**src/rtl/boot_loader_pkg.sv**
```systemverilog
// Shared types for the byte-stream boot loader.
package boot_loader_pkg;

  typedef enum logic [2:0] {
    LEN_LO,
    LEN_HI,
    DATA,
    WRITE,
    CSUM,
    RUN,
    ERROR
  } boot_state_e;

  localparam int BYTES_PER_WORD = 4;

endpackage

```
**src/rtl/boot_word_assembler.sv**
```systemverilog
// Shifts accepted bytes into a little-endian 32-bit word.
module boot_word_assembler
  import boot_loader_pkg::*;
(
  input  logic        clk_i,
  input  logic        rst_i,
  input  logic        byte_valid_i,
  input  logic [7:0]  byte_i,
  output logic [31:0] word_o,
  output logic        word_valid_o
);

  logic [1:0]  idx_q, idx_d;
  logic [31:0] word_q, word_d;

  localparam logic [1:0] LastIdx = 2'(BYTES_PER_WORD - 1);

  always_comb begin
    idx_d  = idx_q;
    word_d = word_q;
    if (byte_valid_i) begin
      idx_d  = idx_q + 2'd1;
      // newest byte enters at the top so the first lands in [7:0]
      word_d = {byte_i, word_q[31:8]};
    end
  end

  always_ff @(posedge clk_i) begin
    if (rst_i) begin
      idx_q  <= '0;
      word_q <= '0;
    end else begin
      idx_q  <= idx_d;
      word_q <= word_d;
    end
  end

  assign word_o       = word_q;
  assign word_valid_o = byte_valid_i && (idx_q == LastIdx);

endmodule

```
**src/rtl/boot_loader.sv**
```systemverilog
// Byte-stream image loader into instruction memory.
// Optional trailing XOR checksum: define BOOT_CHECKSUM_EN.
module boot_loader
  import boot_loader_pkg::*;
#(
  parameter int                    ADDR_WIDTH = 32,
  parameter logic [ADDR_WIDTH-1:0] BASE_ADDR  = '0,
  parameter int                    MEM_WORDS  = 256
) (
  input  logic                  clk_i,
  input  logic                  rst_i,
  input  logic                  rx_valid_i,
  input  logic [7:0]            rx_data_i,
  output logic                  rx_ready_o,
  output logic                  mem_req_o,
  input  logic                  mem_gnt_i,
  output logic [ADDR_WIDTH-1:0] mem_addr_o,
  output logic [31:0]           mem_wdata_o,
  output logic                  mem_we_o,
  output logic                  fetch_enable_o,
  output logic                  boot_done_o,
  output logic                  boot_err_o,
  output logic [15:0]           words_loaded_o
);

`ifdef BOOT_CHECKSUM_EN
  localparam boot_state_e TailSt = CSUM;
  logic [7:0] csum_q, csum_d;
`else
  localparam boot_state_e TailSt = RUN;
`endif

  boot_state_e state_q, state_d;
  logic [15:0] len_q, len_d;
  logic [15:0] cnt_q, cnt_d;
  logic [15:0] len_rx;
  logic        rx_fire;
  logic        word_valid;
  logic [31:0] word;

  assign rx_ready_o = !rst_i && (state_q == LEN_LO || state_q == LEN_HI ||
                                 state_q == DATA   || state_q == CSUM);
  assign rx_fire    = rx_valid_i && rx_ready_o;
  assign len_rx     = {rx_data_i, len_q[7:0]};

  boot_word_assembler u_asm (
    .clk_i        (clk_i),
    .rst_i        (rst_i),
    .byte_valid_i (rx_fire && state_q == DATA),
    .byte_i       (rx_data_i),
    .word_o       (word),
    .word_valid_o (word_valid)
  );

  always_comb begin
    state_d = state_q;
    len_d   = len_q;
    cnt_d   = cnt_q;
`ifdef BOOT_CHECKSUM_EN
    csum_d  = csum_q;
`endif
    case (state_q)
      LEN_LO: if (rx_fire) begin
        len_d[7:0] = rx_data_i;
        state_d    = LEN_HI;
      end
      LEN_HI: if (rx_fire) begin
        len_d[15:8] = rx_data_i;
        if (len_rx == 16'd0)
          state_d = TailSt;
        else if ({16'd0, len_rx} > 32'(MEM_WORDS))
          state_d = ERROR;
        else
          state_d = DATA;
      end
      DATA: begin
`ifdef BOOT_CHECKSUM_EN
        if (rx_fire) csum_d = csum_q ^ rx_data_i;
`endif
        if (word_valid) state_d = WRITE;
      end
      WRITE: if (mem_gnt_i) begin
        cnt_d   = cnt_q + 16'd1;
        state_d = (cnt_d == len_q) ? TailSt : DATA;
      end
`ifdef BOOT_CHECKSUM_EN
      CSUM: if (rx_fire)
        state_d = (rx_data_i == csum_q) ? RUN : ERROR;
`endif
      RUN, ERROR: ;
      default: state_d = ERROR;
    endcase
  end

  always_ff @(posedge clk_i) begin
    if (rst_i) begin
      state_q <= LEN_LO;
      len_q   <= '0;
      cnt_q   <= '0;
`ifdef BOOT_CHECKSUM_EN
      csum_q  <= '0;
`endif
    end else begin
      state_q <= state_d;
      len_q   <= len_d;
      cnt_q   <= cnt_d;
`ifdef BOOT_CHECKSUM_EN
      csum_q  <= csum_d;
`endif
    end
  end

  assign mem_req_o      = (state_q == WRITE);
  assign mem_we_o       = mem_req_o;
  assign mem_wdata_o    = word;
  assign mem_addr_o     = BASE_ADDR + ADDR_WIDTH'({cnt_q, 2'b00});
  assign fetch_enable_o = (state_q == RUN);
  assign boot_done_o    = (state_q == RUN);
  assign boot_err_o     = (state_q == ERROR);
  assign words_loaded_o = cnt_q;

endmodule

```
**config.mk**
```make
export PLATFORM = sky130hd
export DESIGN_NAME = boot_loader
export DESIGN_NICKNAME = d
export VERILOG_FILES = /design/src/rtl/boot_loader_pkg.sv /design/src/rtl/boot_word_assembler.sv /design/src/rtl/boot_loader.sv
export SDC_FILE = /design/constraint.sdc
export NUM_CORES = 1
export LEC_CHECK = 0
export ABC_AREA = 1
export BUFFER_PORTS_ARGS = -buffer_cell sky130_fd_sc_hd__buf_2
export CORE_ASPECT_RATIO = 2
export CORE_MARGIN = 8
export CORE_UTILIZATION = 35
export CTS_CLUSTER_SIZE = 14
export DETAILED_ROUTE_END_ITERATION = 10
export GPL_TIMING_DRIVEN = 0
export PLACE_DENSITY = 0.59
export SYNTH_ARGS = -nofsm -noshare
export SYNTH_HDL_FRONTEND = slang
export SYNTH_SLANG_ARGS = --single-unit
```
**constraint.sdc**
```tcl
create_clock -name clk_i -period 2.5 [get_ports clk_i]
set_input_delay 0.5 -clock clk_i [delete_from_list [all_inputs] [get_ports clk_i]]
set_output_delay 0.5 -clock clk_i [all_outputs]
set_load 0.01 [all_outputs]
```
---- Yosys cells after proc, flatten, opt, wreduce, memory -nomap -nowiden ----
Cells that the tools add are included.
word-level totals
  bits in writable memories ............... 0
  bits in latches ......................... 0
  word-level logic and storage cells ...... 45
  bits in read-only memories .............. 0
  bits in registers ....................... 69
  output and inout bits ................... 86
  memories ................................ 0
operators by class
  bitwise operators ....................... 1
  multiplexer cells ....................... 8
  div/mod/pow operators ................... 0
  $lt $le $gt $ge ......................... 1
  reductions and logical operators ........ 15
  equality and inequality tests ........... 12
  $mul .................................... 0
  shifts and indexed selects .............. 0
  add/subtract/negate cells ............... 2
operator list
  operator                                                                           count
  3-bit 2-to-1 mux                                                                   7
  16-bit by 1-bit adder with 16-bit output (second input constant)                   1
  16-bit equality test                                                               1
  16-bit by 9-bit greater-than comparator with 1-bit output (second input constant)  1
  16-bit zero test                                                                   1
  3-bit one-hot mux with 5 select lines                                              1
  3-bit equality test (second input constant)                                        3
  3-bit by 2-bit equality test with 1-bit output (second input constant)             2
  2-bit AND reduction                                                                3
  5-bit AND reduction                                                                1
  1-bit logical AND                                                                  4
  2-bit by 1-bit != test with 1-bit output (second input constant)                   2
  2-bit != test (second input constant)                                              2
  3-bit by 1-bit equality test with 1-bit output (second input constant)             1
  3-bit zero test                                                                    1
  1-bit logical OR                                                                   3
  2-bit by 1-bit adder with 2-bit output (second input constant)                     1
  2-bit equality test (second input constant)                                        1
  2-bit OR reduction                                                                 1
  1-bit zero test                                                                    1
  1-bit NOT                                                                          1

---- Longest topological paths before layout ----
  depth after elaboration ................. 10
  depth in mapped cells ................... 15
  gate-level depth less buffers ........... 15

---- Modules after synthesis ----
From an unflattened synthesis, not the netlist that was laid out.
unflattened totals
  cells, all modules ...................... 608
  area, all modules ....................... 3,952.5 µm²
by module, submodules not included
  module               cells each  instances  area each (µm²)  seq. area each (µm²)
  boot_loader          390         1          2,539.9          700.7
  boot_word_assembler  218         1          1,412.6          680.7

---- Worst setup path after synthesis ----
No wires, ideal clock.
  kind .................................... register -> register
  start point ............................. register cnt_q[1] (netlist: words_loaded_o[1])
  end point ............................... register state_q[1]
  period minus slack after synthesis ...... 1,818 ps
  setup time .............................. 134 ps
  buffers on the path ..................... 0
  data arrival time ....................... 1,684 ps
  required time ........................... 2,366 ps
  slack ................................... 682 ps
  stages on the path, launching flop included .. 15
  cells stage by stage .................... dfxtp_1 -> ha_1 -> nand2_1 -> nor2_2 -> nand3_1 -> nand2_1 -> nand2_1 -> nand2_1 -> nand3_1 -> nor2_1 -> nand3_1 -> nand2_1 -> nand2_1 -> nand2_1 -> a21oi_1
between the ends
  cells in the longest elaborated chain, start to end .. 5
ends and longest elaborated chain
  what                                      line                RTL
  from (decl)                               boot_loader.sv:35   logic [15:0] cnt_q, cnt_d;
  from (signal assigned)                    boot_loader.sv:106  cnt_q <= cnt_d;
  16-bit by 1-bit adder with 16-bit output  boot_loader.sv:83   cnt_d = cnt_q + 16'd1;
  16-bit equality test                      boot_loader.sv:84   state_d = (cnt_d == len_q) ? TailSt : DATA;
  3-bit 2-to-1 mux                          boot_loader.sv:84
  3-bit 2-to-1 mux                          boot_loader.sv:82   WRITE: if (mem_gnt_i) begin
  3-bit one-hot mux with 5 select lines     boot_loader.sv:62   case (state_q)
  to (signal assigned)                      boot_loader.sv:104  state_q <= state_d;
  to (decl)                                 boot_loader.sv:33   boot_state_e state_q, state_d;
No other way between the ends. The select of a mux whose other input is x is not followed.
A chain may end at the register's enable or synchronous reset.

---- Final worst setup path ----
  start point ............................. input port rst_i
  end point ............................... output port rx_ready_o
between the ends
  cells in the longest elaborated chain, start to end .. 2
ends and longest elaborated chain
  what               line               RTL
  from (decl)        boot_loader.sv:11  input logic rst_i,
  1-bit zero test    boot_loader.sv:41  assign rx_ready_o = !rst_i && (state_q == LEN_LO || state_q == LEN_HI ||
  1-bit logical AND  boot_loader.sv:41
  to (decl)          boot_loader.sv:14  output logic rx_ready_o,
No other way between the ends.

==> flow_summary.yaml <==
power:
  p_leak_uw: 0.00228
  power_uw: 3470
  p_switching_uw: 1110
  p_seq_frac: 0.383
  comb_power_share: 0.252
  powerDensity_mw_per_mm2: 757
  peakVddDrop_mv: 0.662
  p_clk_frac: 0.365
  intPower_uw: 2360
  p_sw_frac: 0.320
worst_setup_path:
  crit_path_max_fanout: 10
  cp-end-kind: "output port"
  slowest_delay_ns: 0.59
  crit_chain: "clkbuf_1, clkbuf_1, nor2_1, buf_2"
  ff2ff_setup_slack_ns: 0.41
  start_kind: "input pin"
  arrival_ns: 1.76
  crit_type: "in2out"
  crit_path_frequent_cell: "clkbuf_1"
  crit_slowest_cell: "clkbuf_1"
  worstPathRequired_ns: 2.00
routing:
  routed_wl_um: 10600
  dr.pass1.iters: 5
  ant_nets: 0
  viasPerCell: 4.69
  drtIter0Drc: 186
  vias: 3709
  drc_errors: 0
  wire_per_inst_um: 13.4
place:
  place_congestion: 0.857
  port-buffer-count: 80
  dp_hpwl_um: 8210
  place_ws_ns: 0.243
die:
  io-pin-count: 98
  die_h_um: 161
  start_util: 0.354
  coreArea_mm2: 0.0103
  num_rows: 53
  die_area_mm2: 0.0142
  die_x_um: 88.3
clock_tree:
  clock_latency_ns: 0.33
  cts.sinks: 69
  cts_root_buf: "clkbuf_16"
  htreeDepth: 3
  clk_pin_slew_ns: 0.05
  cts_buffers: 9
  cts_hold_buf: 0
  cts_max_path_buffers: 2
  cts_tree: "built"
outcome:
  outcome: "finished clean"
yosys:
  ys_types: 30
  netlist_top_cells_count: "93 x nand2_1, 87 x nor2_1, 69 x dfxtp_1"
  synth_seq_area_share: 0.377
  yosys_warnings: 0
  ys.flop_type: "dfxtp_1"
  avgSynthCellArea_um2: 6.74
  synth_edf_count: 0
  synth_area_leaders: "dfxtp_1 38%, nand2_1 9.5%, nor2_1 8.9%"
  synth.ff_latch_count: 69
  synth-async-reset-ratio: 0
  syn-cell-area_mm2: 0.00366
  yosysMostFrequentCell: "nand2_1"
  synth_top_area_share: 0.377
  netlist_instances: 543
  yosysTopAreaCell: "dfxtp_1"
global_routing:
  grt_start_max_net_pins: 12
  grt_pass1_vias: 3546
  gr-total-overflow: 0
  antenna_found_initial: 0
  grt_pass1_wl_um: 17200
  grt_use_total: 0.155
timing:
  hold_violations: 0
  fin_crit_ns: 2.26
  rsz0062_at_grt: "false"
  fin_tns_setup_ns: 0
  hold_slack_ns: 0.453
  finClkSkew_ns: 0.00630
  setup_ws_ns: 0.245
  fin_crit_sh: 0.902
  drv_slew: 0
  finalSetupViolCount: 0
  slew_headroom: 0.544
  fmax_ghz: 0.443
  tightest_slew_ns: 0.684
job:
  maxCapViolCount: 0
final_layout:
  multi_input_area_mm2: 0.00179
  areaGrowthSynthToFinish_pct: 25.4
  final_nets: 663
  regArea_mm2: 0.00138
  drive_gt1_frac: 0.225
  filler_cell_count: 1124
  diodes: 0
hold_path:
  hold_class: "in2reg"
-- what timing repair did --
item | in CTS | in global routing
setup buffers | 0 | 0
endpoints found under the setup margin | 0 | 1
resized for setup | 0 | 1
-- critical path, delay by kind of cell --
family	cells	cell delay, ns
buffers and inverters	3	1.16
and+or+nand+nor	1	0.10
-- routing by layer --
metal / vias to the layer above / track usage / part of all wire
met5: - / 0 / 0
li1: 1927 / - / -
met1: 1661 / 0.184 / 0.43
met2: 104 / 0.254 / 0.49
met4: 0 / 0.0597 / 0.023
met3: 17 / 0.0399 / 0.061
-- power groups by stage --
stage	Combinational [uW]	Sequential [uW]	Clock (uW)
6_report	877	1330	1270
5_1_grt	1010	1350	1350
4_1_cts	878	1330	1300
3_5_place_dp	873	1360	0
3_3_place_gp	866	1350	0
2_1_floorplan	627	1350	0
-- cells by family (layout without fill, tap and decap cells) --
logic type | Yosys count | count (layout) | synth area share
AO/OA/AOI/OAI | 115 | 115 | 0.163
XOR/XNOR | 5 | 5 | 0.0157
AND/OR/NAND/NOR | 240 | 240 | 0.284
buffers and inverters | 111 | 207 | 0.151
other | 1 | 16 | 0.00102
adder cells (fa/ha/maj) | 2 | 2 | 0.00683
flip-flops | 69 | 69 | 0.377
-- path summary, 6_finish.rpt --
path | to | startpoint | cells past startpoint
worst max-delay path | rx_ready_o | rst_i | 4
worst min register to register | u_asm.word_o[1] | u_asm.word_o[1] | 2
worst max register to register | state_q[1] | words_loaded_o[0] | 14
worst min-delay path | u_asm.word_o[27] | rx_data_i[3] | 3
-- registers in the layout, summed over array words and instances (netlist names) --
signal / cells
u_asm.word_o: 32
words_loaded_o: 16
state_q: 3
u_asm.idx_q: 2
len_q: 16
-- layout by cell type, fill, tap and decap left out, drive strengths merged, types with 2 or more instances in the layout --
cell type  count
buf          120
nor2          96
nand2         95
dfxtp         69
o21ai         68
inv           59
a21oi         41
nand3         28
clkbuf        25
conb          16
nand4         14
xor2           4
nand3b         3
o211ai         2
a211oi         2
ha             2
clkinvlp       2
nor3b          2
-- area by class of cell --
type                    count  area share
well taps                 137      0.0373
inverters                  59      0.0483
multi-input cells         378       0.389
flip-flops and latches     69       0.301
clock inverters             3     0.00981
plain buffers              52      0.0725
clock buffers              13      0.0545
repair buffers             80      0.0872
-- per-stage QoR --
| step | std cells | util | instance area, um2 |
|---|---|---|---|
| after floorplan | 558 | - | 3720 |
| after global placement | 775 | 0.415 | 4290 |
| after detailed placement | 775 | 0.415 | 4290 |
| after CTS | 791 | 0.443 | 4580 |
| after global routing | 791 | 0.444 | 4590 |
| final | 791 | 0.444 | 4590 |
No activity file was read; power rests on OpenSTA's default activity.
